**src/rtl/fifo_rd_pkg.sv**
```systemverilog
// Shared width helpers for the FIFO read-side stream adapter, plus an
// elaboration-time depth check used by the top level.
package fifo_rd_pkg;

    // Width needed to count 0..depth inclusive (occupancy and in-flight counters).
    function automatic int occ_w(input int depth);
        return $clog2(depth + 1);
    endfunction

    // Width of a circular-buffer pointer; never narrower than one bit.
    function automatic int ptr_w(input int depth);
        return (depth > 1) ? $clog2(depth) : 1;
    endfunction

endpackage

// The output buffer must cover the full read round trip plus one word so the
// credit loop never starves; LAT itself must be at least one cycle.
`ifndef FIFO_RD_DEPTH_CHECK
`define FIFO_RD_DEPTH_CHECK(od, lat) \
    if (((od) < (lat) + 2) || ((lat) < 1)) begin : g_depth_check \
        $error("fifo_rd_stream: ODEPTH must be >= LAT+2 and LAT >= 1"); \
    end
`endif

```
**src/rtl/fifo_rd_stream_reg_buf.sv**
```systemverilog
// Register-based circular buffer holding words returned by the FIFO until the
// stream sink accepts them. Depth need not be a power of two.
module reg_buf
    import fifo_rd_pkg::*;
#(
    parameter int DW     = 18,
    parameter int ODEPTH = 4,
    localparam int OW    = occ_w(ODEPTH)
) (
    input  logic          clk,
    input  logic          rst,
    input  logic          push,
    input  logic          pop,
    input  logic [DW-1:0] din,
    output logic [DW-1:0] dout,
    output logic [OW-1:0] occ
);

    localparam int PW = ptr_w(ODEPTH);

    logic [DW-1:0] mem_q [ODEPTH];
    logic [PW-1:0] wr_ptr_q, wr_ptr_d;
    logic [PW-1:0] rd_ptr_q, rd_ptr_d;
    logic [OW-1:0] occ_q, occ_d;
    logic          do_push;
    logic          do_pop;

    // Explicit compare-wrap so non power-of-two depths work.
    function automatic logic [PW-1:0] ptr_inc(input logic [PW-1:0] p);
        return (p == PW'(ODEPTH - 1)) ? '0 : p + PW'(1);
    endfunction

    // A pop frees a slot in the same cycle, so a push into a full buffer is
    // allowed when it coincides with a pop.
    assign do_pop  = pop && (occ_q != '0);
    assign do_push = push && ((occ_q != OW'(ODEPTH)) || do_pop);

    // Next pointers and occupancy.
    always_comb begin
        wr_ptr_d = wr_ptr_q;
        rd_ptr_d = rd_ptr_q;
        occ_d    = occ_q;
        if (do_push) begin
            wr_ptr_d = ptr_inc(wr_ptr_q);
        end
        if (do_pop) begin
            rd_ptr_d = ptr_inc(rd_ptr_q);
        end
        if (do_push && !do_pop) begin
            occ_d = occ_q + OW'(1);
        end else if (do_pop && !do_push) begin
            occ_d = occ_q - OW'(1);
        end
    end

    // Pointer and occupancy registers.
    always_ff @(posedge clk) begin
        if (rst) begin
            wr_ptr_q <= '0;
            rd_ptr_q <= '0;
            occ_q    <= '0;
        end else begin
            wr_ptr_q <= wr_ptr_d;
            rd_ptr_q <= rd_ptr_d;
            occ_q    <= occ_d;
        end
    end

    // Storage flops; cleared on reset so the head reads zero when empty.
    always_ff @(posedge clk) begin
        if (rst) begin
            for (int i = 0; i < ODEPTH; i++) begin
                mem_q[i] <= '0;
            end
        end else if (do_push) begin
            mem_q[wr_ptr_q] <= din;
        end
    end

    assign dout = mem_q[rd_ptr_q];
    assign occ  = occ_q;

endmodule

```
**src/rtl/fifo_rd_stream.sv**
```systemverilog
// Read-side adapter behind the async FIFO: turns the fixed-latency
// ren/dout_valid interface into a first-word-fall-through valid/ready stream.
// Reads are issued against credit (occupancy + reads in flight), so fifo_ren
// depends only on registered state and never on m_ready.
module fifo_rd_stream
    import fifo_rd_pkg::*;
#(
    parameter int DW     = 18,
    parameter int LAT    = 1,
    parameter int ODEPTH = 4,
    localparam int OW    = occ_w(ODEPTH)
) (
    input  logic          clk,
    input  logic          rst,
    input  logic          fifo_rempty,
    output logic          fifo_ren,
    input  logic [DW-1:0] fifo_dout,
    input  logic          fifo_dout_valid,
    output logic          m_valid,
    input  logic          m_ready,
    output logic [DW-1:0] m_data,
    output logic [OW-1:0] occ,
    output logic          err_ovf,
    output logic          err_spur
);

    `FIFO_RD_DEPTH_CHECK(ODEPTH, LAT)

    logic [OW-1:0] inflight_q, inflight_d;
    logic          err_ovf_q, err_ovf_d;
    logic          err_spur_q, err_spur_d;
    logic [OW:0]   credit_used;
    logic          ret_valid;
    logic          ret_accept;
    logic          ret_spur;
    logic          ret_drop_full;
    logic          buf_push;
    logic          buf_pop;

    // One extra bit so occ + inflight cannot wrap before the compare.
    assign credit_used = {1'b0, occ} + {1'b0, inflight_q};
    assign fifo_ren    = !rst && !fifo_rempty && (credit_used < (OW + 1)'(ODEPTH));

    assign m_valid = (occ != '0);
    assign buf_pop = m_valid && m_ready;

    // Returns are only meaningful when a read is outstanding; anything else
    // is dropped and flagged. A return into a full, non-draining buffer is
    // dropped but still retires its read.
    assign ret_valid     = fifo_dout_valid && !rst;
    assign ret_accept    = ret_valid && (inflight_q != '0);
    assign ret_spur      = ret_valid && (inflight_q == '0);
    assign ret_drop_full = ret_accept && (occ == OW'(ODEPTH)) && !buf_pop;
    assign buf_push      = ret_accept && !ret_drop_full;

    reg_buf #(
        .DW     (DW),
        .ODEPTH (ODEPTH)
    ) u_buf (
        .clk  (clk),
        .rst  (rst),
        .push (buf_push),
        .pop  (buf_pop),
        .din  (fifo_dout),
        .dout (m_data),
        .occ  (occ)
    );

    // Outstanding-read count and sticky error flags, next state.
    always_comb begin
        inflight_d = inflight_q + OW'(fifo_ren) - OW'(ret_accept);
        err_ovf_d  = err_ovf_q || ret_drop_full;
        err_spur_d = err_spur_q || ret_spur;
    end

    // Counter and flag registers; reset discards any reads still in flight.
    always_ff @(posedge clk) begin
        if (rst) begin
            inflight_q <= '0;
            err_ovf_q  <= 1'b0;
            err_spur_q <= 1'b0;
        end else begin
            inflight_q <= inflight_d;
            err_ovf_q  <= err_ovf_d;
            err_spur_q <= err_spur_d;
        end
    end

    assign err_ovf  = err_ovf_q;
    assign err_spur = err_spur_q;

endmodule

```
**config.mk**
```make
export PLATFORM = sky130hd
export DESIGN_NAME = fifo_rd_stream
export DESIGN_NICKNAME = d
export VERILOG_FILES = /design/src/rtl/fifo_rd_pkg.sv /design/src/rtl/fifo_rd_stream_reg_buf.sv /design/src/rtl/fifo_rd_stream.sv
export SDC_FILE = /design/constraint.sdc
export NUM_CORES = 1
export LEC_CHECK = 0
export ABC_AREA = 0
export BUFFER_PORTS_ARGS = -buffer_cell sky130_fd_sc_hd__buf_2
export CELL_PAD_IN_SITES_DETAIL_PLACEMENT = 1
export CELL_PAD_IN_SITES_GLOBAL_PLACEMENT = 1
export CORE_MARGIN = 2
export CORE_UTILIZATION = 44
export CTS_CLUSTER_DIAMETER = 50
export DETAILED_ROUTE_END_ITERATION = 6
export GPL_TIMING_DRIVEN = 0
export MAX_ROUTING_LAYER = met4
export PLACE_DENSITY = 0.87
export SLEW_MARGIN = 20
export SYNTH_ARGS = -nofsm -noshare
export SYNTH_HDL_FRONTEND = slang
export SYNTH_HIERARCHICAL = 1
export SYNTH_SLANG_ARGS = --single-unit
```
**constraint.sdc**
```tcl
create_clock -name clk -period 2.62 [get_ports clk]
set_input_delay 0 -clock clk [delete_from_list [all_inputs] [get_ports clk]]
set_output_delay 0 -clock clk [all_outputs]
set_load 0.02 [all_outputs]
```
==> results.txt, run 1 <==
Area grow syn2layout = 21.0%
Via count = 2,317
RSZ-0062 raised after global routing = false
Final Wtd Congestion = 0.730
CP max-delay cell = dfxtp_4
Placement Cell Area = 4320 um^2
Vias in the first global route = 2,523
Die width = 98.5 um
Die height = 98.5 um
DRT iter0 DRCs = 60
Fin. Hold Viols = 0
Syn_nets = 283
Total grt overflow = 0
Power per Cell Area = 788 nW/um^2
Critical path arrival = 2740 ps
Rel. slew slack = 0.320
Share of cells above drive strength 1 = 0.323
Synth area leader = edfxtp_1
Initial antenna violation count = 0
DR pass1 iterations = 4
CP delay by family, top = simple AND/OR/NAND/NOR gates
Register share of total power = 0.473
Nets = 364
Critical-path cell list = or3_4, and2_4, o31ai_1, ha_2, inv_2, fa_1, xor2_1, or3_1, a21oi_1
Site row count = 34
Final Setup Violations = 0
Max Cap Viol = 0
Antenna fix cells = 0
Crit path required time = 2890 ps
Clock power share = 0.246
ANT nets after route = 0
First-pass GRT wire length = 13.2 mm
Post-route cell area = 4750 um^2
Leakage power = 1.85 nW
F_max = 0.406 GHz
Setup TNS = 0 ps
DRC viols = 0
Io pins = 48
Gr usage total = 0.187
Internal cell power = 0.00258 W
Top_reg_cell synth = edfxtp_1
Min-Delay Path Class = input pin to register
Fin crit share = 0.940
Tightest Pin Transition = 1020 ps
Clock slew at reported path FFs = 90 ps
CP startpoint kind = register
Pin count of the biggest net entering global routing = 19
Per-cell routed wire length = 18.4 um
Worst Path Buf+Inv = 1
Post-Route WL = 8.17 mm
Synth Cell Area = 3930 um^2
Combinational share of power = 0.282
Synthesis warning total = 6
Switching Share = 0.310
Clk root buf = clkbuf_8
Mean Syn Cell Area = 15.6 um^2
CTS tree = done
Final HPWL DP = 5.34 mm
Max VDD drop = 0.000496 V
Clock sinks = 86
Fillers = 885
Slowest stage delay, CP = 390 ps
Ys async rst share = 0
CP Capture Type = register
Post-synth top area share = 0.551
Most frequent cells in the layout = and2_1, edfxtp_1, buf_2
Synth area leaders = edfxtp_1, and2_1, mux4_2, dfxtp_1, ha_1
Post-synth EDFFs = 72
H-tree levels = 3
Vias/cell = 5.21
Port Buffers = 47
Worst skew pair latency = 360 ps
Status = complete, no violations
Die area = 9690 um^2
Sw Pwr = 0.00116 W
Longest Clk Path Bufs = 2
Starting Density = 0.452
Crit Path Max Fanout = 8
Cells after Synth = 251
#FFs+latches synth = 86
Core ar. = 8680 um^2
Number of distinct library cells after synthesis = 38
Clock Skews = 12.2 ps
Max-slew violations = 0
CTS buffer count = 9
Fin crit period = 2460 ps
Critical path class = register to register
Seq/Total Area, Yosys = 0.622
worst register-to-register path: stages, from the launching register on:
cell and delay [ps]:
dfxtp_4 390, or3_4 380, and2_4 160, o31ai_1 140
ha_2 330, inv_2 40, fa_1 370, xor2_1 160
or3_1 300, a21oi_1 130
path summary, 6_finish.rpt:
| path | start | end | slack [ps] | cells after the start |
|---|---|---|---|---|
| setup / recovery | u_buf/occ[0]$_SDFFE_PP0P_ | u_buf/occ[2]$_SDFFE_PP0P_ | 160 | 9 |
| setup reg to reg | u_buf/occ[0]$_SDFFE_PP0P_ | u_buf/occ[2]$_SDFFE_PP0P_ | 160 | 9 |
| hold reg to reg | err_spur$_SDFF_PP0_ | err_spur$_SDFF_PP0_ | 450 | 2 |
| hold / removal | rst | inflight_q[2]$_SDFF_PP0_ | 8 | 2 |
repair_timing:
| item | CTS | global route |
|---|---|---|
| gates resized for setup | 1 | 4 |
| setup endpoints to repair | 74 | 38 |
| pin swaps | 1 | 0 |
| hold buffers | 21 | 0 |
| hold endpoints to repair | 70 | 0 |
| setup buffers | 2 | 0 |
layer usage:
metal  vias to the layer above  wire, um  GRT usage
li1                       1091         -          -
met5                         -         0          -
met1                      1169      3450      0.219
met3                        16       259     0.0369
met4                         0       180     0.0769
met2                        41      4280      0.319
synthesized netlist by cell type, types with 2 or more instances:
cell type  instances
ha_1               7
fa_1               2
buf_2              2
buf_6              3
or3_1              3
nand2b_1           5
o21ai_0            2
dfxtp_1           14
or4b_1             2
or2_2              3
inv_1              8
xor2_1             2
edfxtp_1          72
nor4_4             2
nor2_1             6
and2_1            73
nor3_4             2
mux2i_1            3
a21oi_1            4
mux4_2            18
cell type report:
type                    count  area [um^2]  share of cell area
plain buffers               9         63.8              0.0134
clock buffers               9          124              0.0261
clock inverters             7         71.3              0.0150
inverters                   8         30.0             0.00632
multi-input cells         148         1410               0.297
flip-flops and latches     86         2450               0.516
well taps                 108          135              0.0285
repair buffers             70          460              0.0970
power groups by stage:
stage	logic, W	registers (W)	clock network (W)
floorplan	0.000728	0.00180	0
CTS	0.00107	0.00177	0.000946
detailed placement	0.00102	0.00180	0
global placement	0.000982	0.00179	0
global route	0.00116	0.00180	0.00100
finish	0.00105	0.00177	0.000919
through the flow:
step	total power (W)	std cells	hold slack, ps	setup slack, ps	util
final	0.00374	445	7.87	156	0.547
after global routing	0.00396	445	34.3	13.4	0.547
after CTS	0.00379	445	2.61	1.06	0.546
after detailed placement	0.00282	406	317	-167	0.498
after global placement	0.00277	406	309	-104	0.498
after floorplan	0.00253	251	69.1	-67.3	-
flip-flops by register name, indices dropped and copies added (netlist names), named ones only:
register / cells
u_buf/wr_ptr_q: 2
u_buf/occ: 3
err_ovf: 1
err_spur: 1
u_buf/mem_q: 72
inflight_q: 3
u_buf/rd_ptr_q: 2
cell families (layout without fill, tap and decap cells):
| logic type | Yosys count | after routing | synth area share |
|---|---|---|---|
| fa+ha+maj | 9 | 9 | 0.0325 |
| buf+inv | 17 | 103 | 0.0239 |
| xor+xnor | 3 | 3 | 0.0105 |
| compound gates | 10 | 10 | 0.0163 |
| simple gates | 105 | 105 | 0.184 |
| flops | 86 | 86 | 0.622 |
| mux | 21 | 21 | 0.111 |
Power figures use the tool's default switching activity.
==> inputs of run 2 (changes only) <==
- SYNTH_HIERARCHICAL: 1 -> default
==> run 2 against run 1 <==
Effect of this change: clock power increased by 3.9%; final area is 0.26% lower; total power increased by 7.2%; critical endpoint is now inflight_q[2]$_SDFF_PP0_; largest cell class unchanged.
==> results.txt, run 2 <==
Die area = 9640 um^2 (was 9690 um^2)
CTS buffer count = 9 (unchanged)
Most common cell after layout, fill and taps aside = and2_1
Total grt overflow = 0 (unchanged)
Die width = 98.2 um (was 98.5 um)
Worst r2r dst = inflight_q[2]$_SDFF_PP0_ (was u_buf/occ[2]$_SDFFE_PP0P_)
Synthesis warning total = 0 (was 6)
Share of cells above drive strength 1 = 0.338 (was 0.323)
Worst skew pair latency = 350 ps (was 360 ps)
Fillers = 885 (unchanged)
Port Buffers = 47 (unchanged)
Die height = 98.2 um (was 98.5 um)
Fin. Hold Viols = 0 (unchanged)
Rel. slew slack = 0.347 (was 0.320)
Clock slew at reported path FFs = 90 ps (about the same)
Reg2Reg Depth = 9 (unchanged)
Per-cell routed wire length = 19.0 um (was 18.4 um)
Area grow syn2layout = 21.3% (was 21.0%)
Fin crit period = 2580 ps (was 2460 ps)
Number of distinct library cells after synthesis = 33 (was 38)
Core ar. = 8680 um^2 (unchanged)
DP Worst Slack = 1.56 ps (was -167 ps)
Vias in the first global route = 2,511 (was 2,523)
Max-slew violations = 0 (unchanged)
Max Cap Viol = 0 (unchanged)
Leakage power = 1.85 nW (about the same)
Io pins = 48 (unchanged)
Critical path class = register to register (unchanged)
Gr usage total = 0.188 (was 0.187)
DR pass1 iterations = 4 (unchanged)
Final HPWL DP = 5.51 mm (was 5.34 mm)
Nets = 358 (was 364)
DRC viols = 0 (unchanged)
First-pass GRT wire length = 13.4 mm (was 13.2 mm)
Reg2Reg Setup Slack = 40 ps (was 160 ps)
CP startpoint kind = register (unchanged)
Critical path arrival = 2810 ps (was 2740 ps)
F_max = 0.387 GHz (was 0.406 GHz)
Post-synth top area share = 0.554 (was 0.551)
Via count = 2,266 (was 2,317)
Seq/Total Area, Yosys = 0.625 (was 0.622)
Synth Cell Area = 3900 um^2 (was 3930 um^2)
Initial antenna violation count = 0 (unchanged)
Worst Hold Depth = 4 (was 2)
Syn_nets = 278 (was 283)
Cells after Synth = 246 (was 251)
Final core occ = 0.546 (was 0.547)
Power per Cell Area = 847 nW/um^2 (was 788 nW/um^2)
Status = complete, no violations (unchanged)
Longest Clk Path Bufs = 2 (unchanged)
CTS tree = done (unchanged)
Clock Skews = 7.23 ps (was 12.2 ps)
Min-Delay Path Class = input pin to register (unchanged)
Most frequent cells in the layout = and2_1, edfxtp_1, buf_2 (unchanged)
Starting Density = 0.450 (was 0.452)
Pin count of the biggest net entering global routing = 19 (unchanged)
Clock sinks = 86 (unchanged)
Antenna fix cells = 0 (unchanged)
Worst Hold Endpoint = u_buf.rd_ptr_q[0]$_SDFFE_PP0N_ (was inflight_q[2]$_SDFF_PP0_)
Site row count = 34 (unchanged)
Count leader, synth = and2_1 (unchanged)
Post-synth EDFFs = 72 (unchanged)
DRT iter0 DRCs = 71 (was 60)
Max FFs per register = 72 (unchanged)
HP Start = m_ready (was rst)
Setup ws final = 35.7 ps (was 156 ps)
CP Capture Type = register (unchanged)
Synth area leader = edfxtp_1 (unchanged)
ANT nets after route = 0 (unchanged)
Mean Syn Cell Area = 15.9 um^2 (was 15.6 um^2)
Fin crit share = 0.986 (was 0.940)
#FFs+latches synth = 86 (unchanged)
Vias/cell = 5.16 (was 5.21)
FF+latch area = 2450 um^2 (about the same)
Crit path required time = 2850 ps (was 2890 ps)
Final Setup Violations = 0 (unchanged)
Top_reg_cell synth = edfxtp_1 (unchanged)
Clk root buf = clkbuf_8 (unchanged)
Synth area leaders = edfxtp_1, and2_1, mux4_2, dfxtp_1, ha_1 (unchanged)
Ys async rst share = 0 (unchanged)
Tightest Pin Transition = 979 ps (was 1020 ps)
Commonest cells in the netlist = and2_1, edfxtp_1, mux4_2 (unchanged)
Multi-input logic area = 1410 um^2 (about the same)
Max VDD drop = 0.000427 V (was 0.000496 V)
R2R Path Start = u_buf.occ[1]$_SDFFE_PP0P_ (was u_buf/occ[0]$_SDFFE_PP0P_)
H-tree levels = 3 (unchanged)
Post-Route WL = 8.35 mm (was 8.17 mm)
Overall Power = 0.00401 W (was 0.00374 W)
Final Wtd Congestion = 0.733 (was 0.730)
Crit Path Max Fanout = 6 (was 8)
Largest Register = u_buf.mem_q (was u_buf/mem_q)
-- run 2: cell count changes after synthesis, moves of 2 or more --
cell	change
inv_1	-4
mux2_2	+2
nand2b_1	-3
nor2_1	+3
nor2b_1	+2
or4b_1	-2
-- run 2: critical path, cell delays in order, from the launching register on --
cell and delay [ps]:
dfxtp_4 380, ha_1 200, or4_4 520, a311oi_4 300, ha_2 220, inv_1 50, fa_1 380, xor2_1 210
and2_1 170, nor3_2 40
-- run 2: metrics by stage --
step           setup TNS, ps  cells  instance area, um^2  hold slack (ps)
3_3_place_gp               0    401                 4300              282
5_1_grt                -46.2    439                 4740              169
4_1_cts                    0    437                 4700              133
6_report                   0    439                 4740              146
2_1_floorplan              0    246                 3930             71.6
3_5_place_dp               0    401                 4300              294
-- run 2: final cells by class --
type                    count  area share
plain buffers              10      0.0156
well taps                 108      0.0285
multi-input cells         146       0.297
clock buffers               9      0.0262
clock inverters             7      0.0166
repair buffers             69      0.0951
inverters                   4     0.00317
flip-flops and latches     86       0.518
-- run 2: timing repair --
action | 4_1_cts | 5_1_grt
endpoints found under the setup margin | 1 | 2
pin swaps | 0 | 2
hold buffers | 20 | 0
hold endpoints to repair | 72 | 0
resized for setup | 1 | 9
buffers inserted | 0 | 2
-- run 2: power breakdown --
group	internal, W	switching, W	total (W)
combinational	0.000553	0.000689	0.00124
clock	0.000451	0.000504	0.000955
sequential	0.00170	0.000120	0.00182
-- run 2: cell families (layout without fill, tap and decap cells) --
kind of cell | Yosys count | after routing | synth area share
compound gates | 8 | 8 | 0.0141
xor+xnor | 3 | 3 | 0.00673
fa+ha+maj | 9 | 9 | 0.0327
buf+inv | 14 | 99 | 0.0221
flops | 86 | 86 | 0.625
mux | 22 | 22 | 0.115
simple gates | 104 | 104 | 0.184
-- run 2: metal layers --
metal	vias up	routed length, um	GRT usage
met1	1148	3400	0.221
met4	0	99	0.0537
li1	1059	-	-
met3	10	281	0.0422
met2	49	4570	0.327
met5	-	0	-
-- run 2: worst max-delay path by stage --
stage | startpoint | endpoint | slack [ps] | cells past startpoint
after floorplan | u_buf.occ[1]$_SDFFE_PP0P_ | inflight_q[2]$_SDFF_PP0_ | 50 | 9
after global placement | u_buf.occ[0]$_SDFFE_PP0P_ | u_buf.occ[2]$_SDFFE_PP0P_ | 90 | 9
after detailed placement | u_buf.occ[0]$_SDFFE_PP0P_ | u_buf.occ[2]$_SDFFE_PP0P_ | 2 | 9
after CTS | inflight_q[1]$_SDFF_PP0_ | u_buf.occ[2]$_SDFFE_PP0P_ | 20 | 9
after global routing | u_buf.occ[2]$_SDFFE_PP0P_ | inflight_q[2]$_SDFF_PP0_ | -50 | 9
final | u_buf.occ[1]$_SDFFE_PP0P_ | inflight_q[2]$_SDFF_PP0_ | 40 | 9
==> inputs of run 3 (changes only) <==
- CELL_PAD_IN_SITES_DETAIL_PLACEMENT: 1 -> default
- CELL_PAD_IN_SITES_GLOBAL_PLACEMENT: 1 -> default
- CORE_UTILIZATION: 44 -> 52
- PLACE_DENSITY: 0.87 -> 0.86
==> run 3 against run 2 <==
Effect of this change: final area down 0.45%; final cell count down 1.8%; flip-flop and latch count unchanged; critical endpoint is now u_buf.occ[2]$_SDFFE_PP0P_.
==> results.txt, run 3 (synthesis gave the netlist of run 2 again) <==
CP Capture Type = register (unchanged)
Max VDD drop = 0.000467 V (was 0.000427 V)
Clock sinks = 86 (unchanged)
F_max = 0.402 GHz (was 0.387 GHz)
Final HPWL DP = 4.47 mm (was 5.51 mm)
Area grow syn2layout = 20.7% (was 21.3%)
Min-Delay Path Class = input pin to register (unchanged)
CTS buffer count = 9 (unchanged)
Max FFs per register = 72 (unchanged)
Share of cells above drive strength 1 = 0.331 (was 0.338)
CTS tree = done (unchanged)
DRT iter0 DRCs = 174 (was 71)
Pin count of the biggest net entering global routing = 19 (unchanged)
Clock Skews = 5.88 ps (was 7.23 ps)
CP startpoint kind = register (unchanged)
Vias/cell = 5.28 (was 5.16)
Fin. Hold Viols = 0 (unchanged)
Most frequent cells in the layout = and2_1, edfxtp_1, buf_2 (unchanged)
Worst skew pair latency = 360 ps (was 350 ps)
Post-Route WL = 7.12 mm (was 8.35 mm)
Final Setup Violations = 0 (unchanged)
Clk root buf = clkbuf_8 (unchanged)
Power per Cell Area = 836 nW/um^2 (was 847 nW/um^2)
ANT nets after route = 0 (unchanged)
Site row count = 31 (was 34)
Rel. slew slack = 0.359 (was 0.347)
Setup ws final = 133 ps (was 35.7 ps)
Die width = 90.7 um (was 98.2 um)
Via count = 2,276 (was 2,266)
Nets = 359 (was 358)
Crit Path Max Fanout = 10 (was 6)
Most common cell after layout, fill and taps aside = and2_1 (unchanged)
HP Start = m_ready (unchanged)
Critical path arrival = 2770 ps (was 2810 ps)
Tightest Pin Transition = 961 ps (was 979 ps)
Leakage power = 1.85 nW (about the same)
Clock slew at reported path FFs = 90 ps (about the same)
Core ar. = 7250 um^2 (was 8680 um^2)
Gr usage total = 0.193 (was 0.188)
Setup TNS = 0 ps (unchanged)
Status = complete, no violations (unchanged)
Max Cap Viol = 0 (unchanged)
Final Wtd Congestion = 0.782 (was 0.733)
Starting Density = 0.538 (was 0.450)
First-pass GRT wire length = 11.6 mm (was 13.4 mm)
Crit path required time = 2910 ps (was 2850 ps)
DR pass1 iterations = 4 (unchanged)
DP Worst Slack = 19.3 ps (was 1.56 ps)
Die area = 8220 um^2 (was 9640 um^2)
Fillers = 504 (was 885)
Fin crit share = 0.949 (was 0.986)
Port Buffers = 47 (unchanged)
Critical path class = register to register (unchanged)
Max-slew violations = 0 (unchanged)
Worst Setup SP = u_buf.occ[0]$_SDFFE_PP0P_ (was u_buf.occ[1]$_SDFFE_PP0P_)
Antenna fix cells = 0 (unchanged)
Die height = 90.7 um (was 98.2 um)
Fin crit period = 2490 ps (was 2580 ps)
Vias in the first global route = 2,422 (was 2,511)
R2R Path Start = u_buf.occ[0]$_SDFFE_PP0P_ (was u_buf.occ[1]$_SDFFE_PP0P_)
DRC viols = 0 (unchanged)
Io pins = 48 (unchanged)
Total grt overflow = 0 (unchanged)
Initial antenna violation count = 0 (unchanged)
Largest Register = u_buf.mem_q (unchanged)
H-tree levels = 3 (unchanged)
Longest Clk Path Bufs = 2 (unchanged)
Per-cell routed wire length = 16.5 um (was 19.0 um)
Final hold slack = 125 ps (was 146 ps)
[run 3: cell types whose count changed in the layout (fill, tap and decap cells not counted), sizes merged]
cell / delta
buf: +1
clkbuf: +1
inv: -1
[run 3: what timing repair did]
action / CTS / global route
hold endpoints to repair: 74 / 0
hold buffers: 20 / 0
gates resized for setup: 0 / 6
setup endpoints to repair: 0 / 3
setup buffers: 0 / 3
[run 3: cell type report]
| cell class | instances | area (um^2) | area share |
|---|---|---|---|
| Sequential cell | 86 | 2450 | 0.519 |
| Multi-Input combinational cell | 146 | 1400 | 0.296 |
| Timing Repair Buffer | 70 | 458 | 0.0971 |
| Clock buffer | 10 | 128 | 0.0271 |
| Tap cell | 99 | 124 | 0.0263 |
| Buffer | 10 | 73.8 | 0.0157 |
| Clock inverter | 6 | 70.1 | 0.0149 |
| Inverter | 4 | 15.0 | 0.00318 |
[run 3: path summary, 6_finish.rpt]
check	endpoint	slack (ps)	cells past startpoint
setup / recovery	u_buf.occ[2]$_SDFFE_PP0P_	130	10
hold / removal	u_buf.rd_ptr_q[0]$_SDFFE_PP0N_	130	4
setup reg to reg	u_buf.occ[2]$_SDFFE_PP0P_	130	10
hold reg to reg	err_spur$_SDFF_PP0_	480	2
[run 3: metrics by stage]
stage	util	cells	total power (W)	area [um^2]
2_1_floorplan	-	246	0.00268	3930
3_3_place_gp	0.591	392	0.00296	4280
3_5_place_dp	0.591	392	0.00301	4280
4_1_cts	0.646	428	0.00395	4680
5_1_grt	0.650	431	0.00412	4710
6_report	0.650	431	0.00394	4710
[run 3: per-layer routing]
metal | GRT usage | part of all wire | vias up | wire length (um)
li1 | - | - | 1065 | -
met1 | 0.240 | 0.42 | 1134 | 3000
met2 | 0.310 | 0.52 | 64 | 3670
met3 | 0.0317 | 0.045 | 13 | 319
met4 | 0.0962 | 0.019 | 0 | 135
met5 | - | 0 | - | 0
[run 3: critical path, stage by stage (launching register included)]
cell and delay, ps:
dfxtp_2 460, nor4b_4 70, buf_4 170, nor3_4 230
buf_4 230, ha_1 200, inv_1 70, fa_1 380
xor2_1 160, or3_1 310, a21oi_1 140
[run 3: power breakdown]
part	internal [W]	total [W]	switching [W]
Combinational	0.000542	0.00120	0.000660
Clock	0.000447	0.000930	0.000482
Sequential	0.00169	0.00181	0.000115
Total	0.00268	0.00394	0.00126
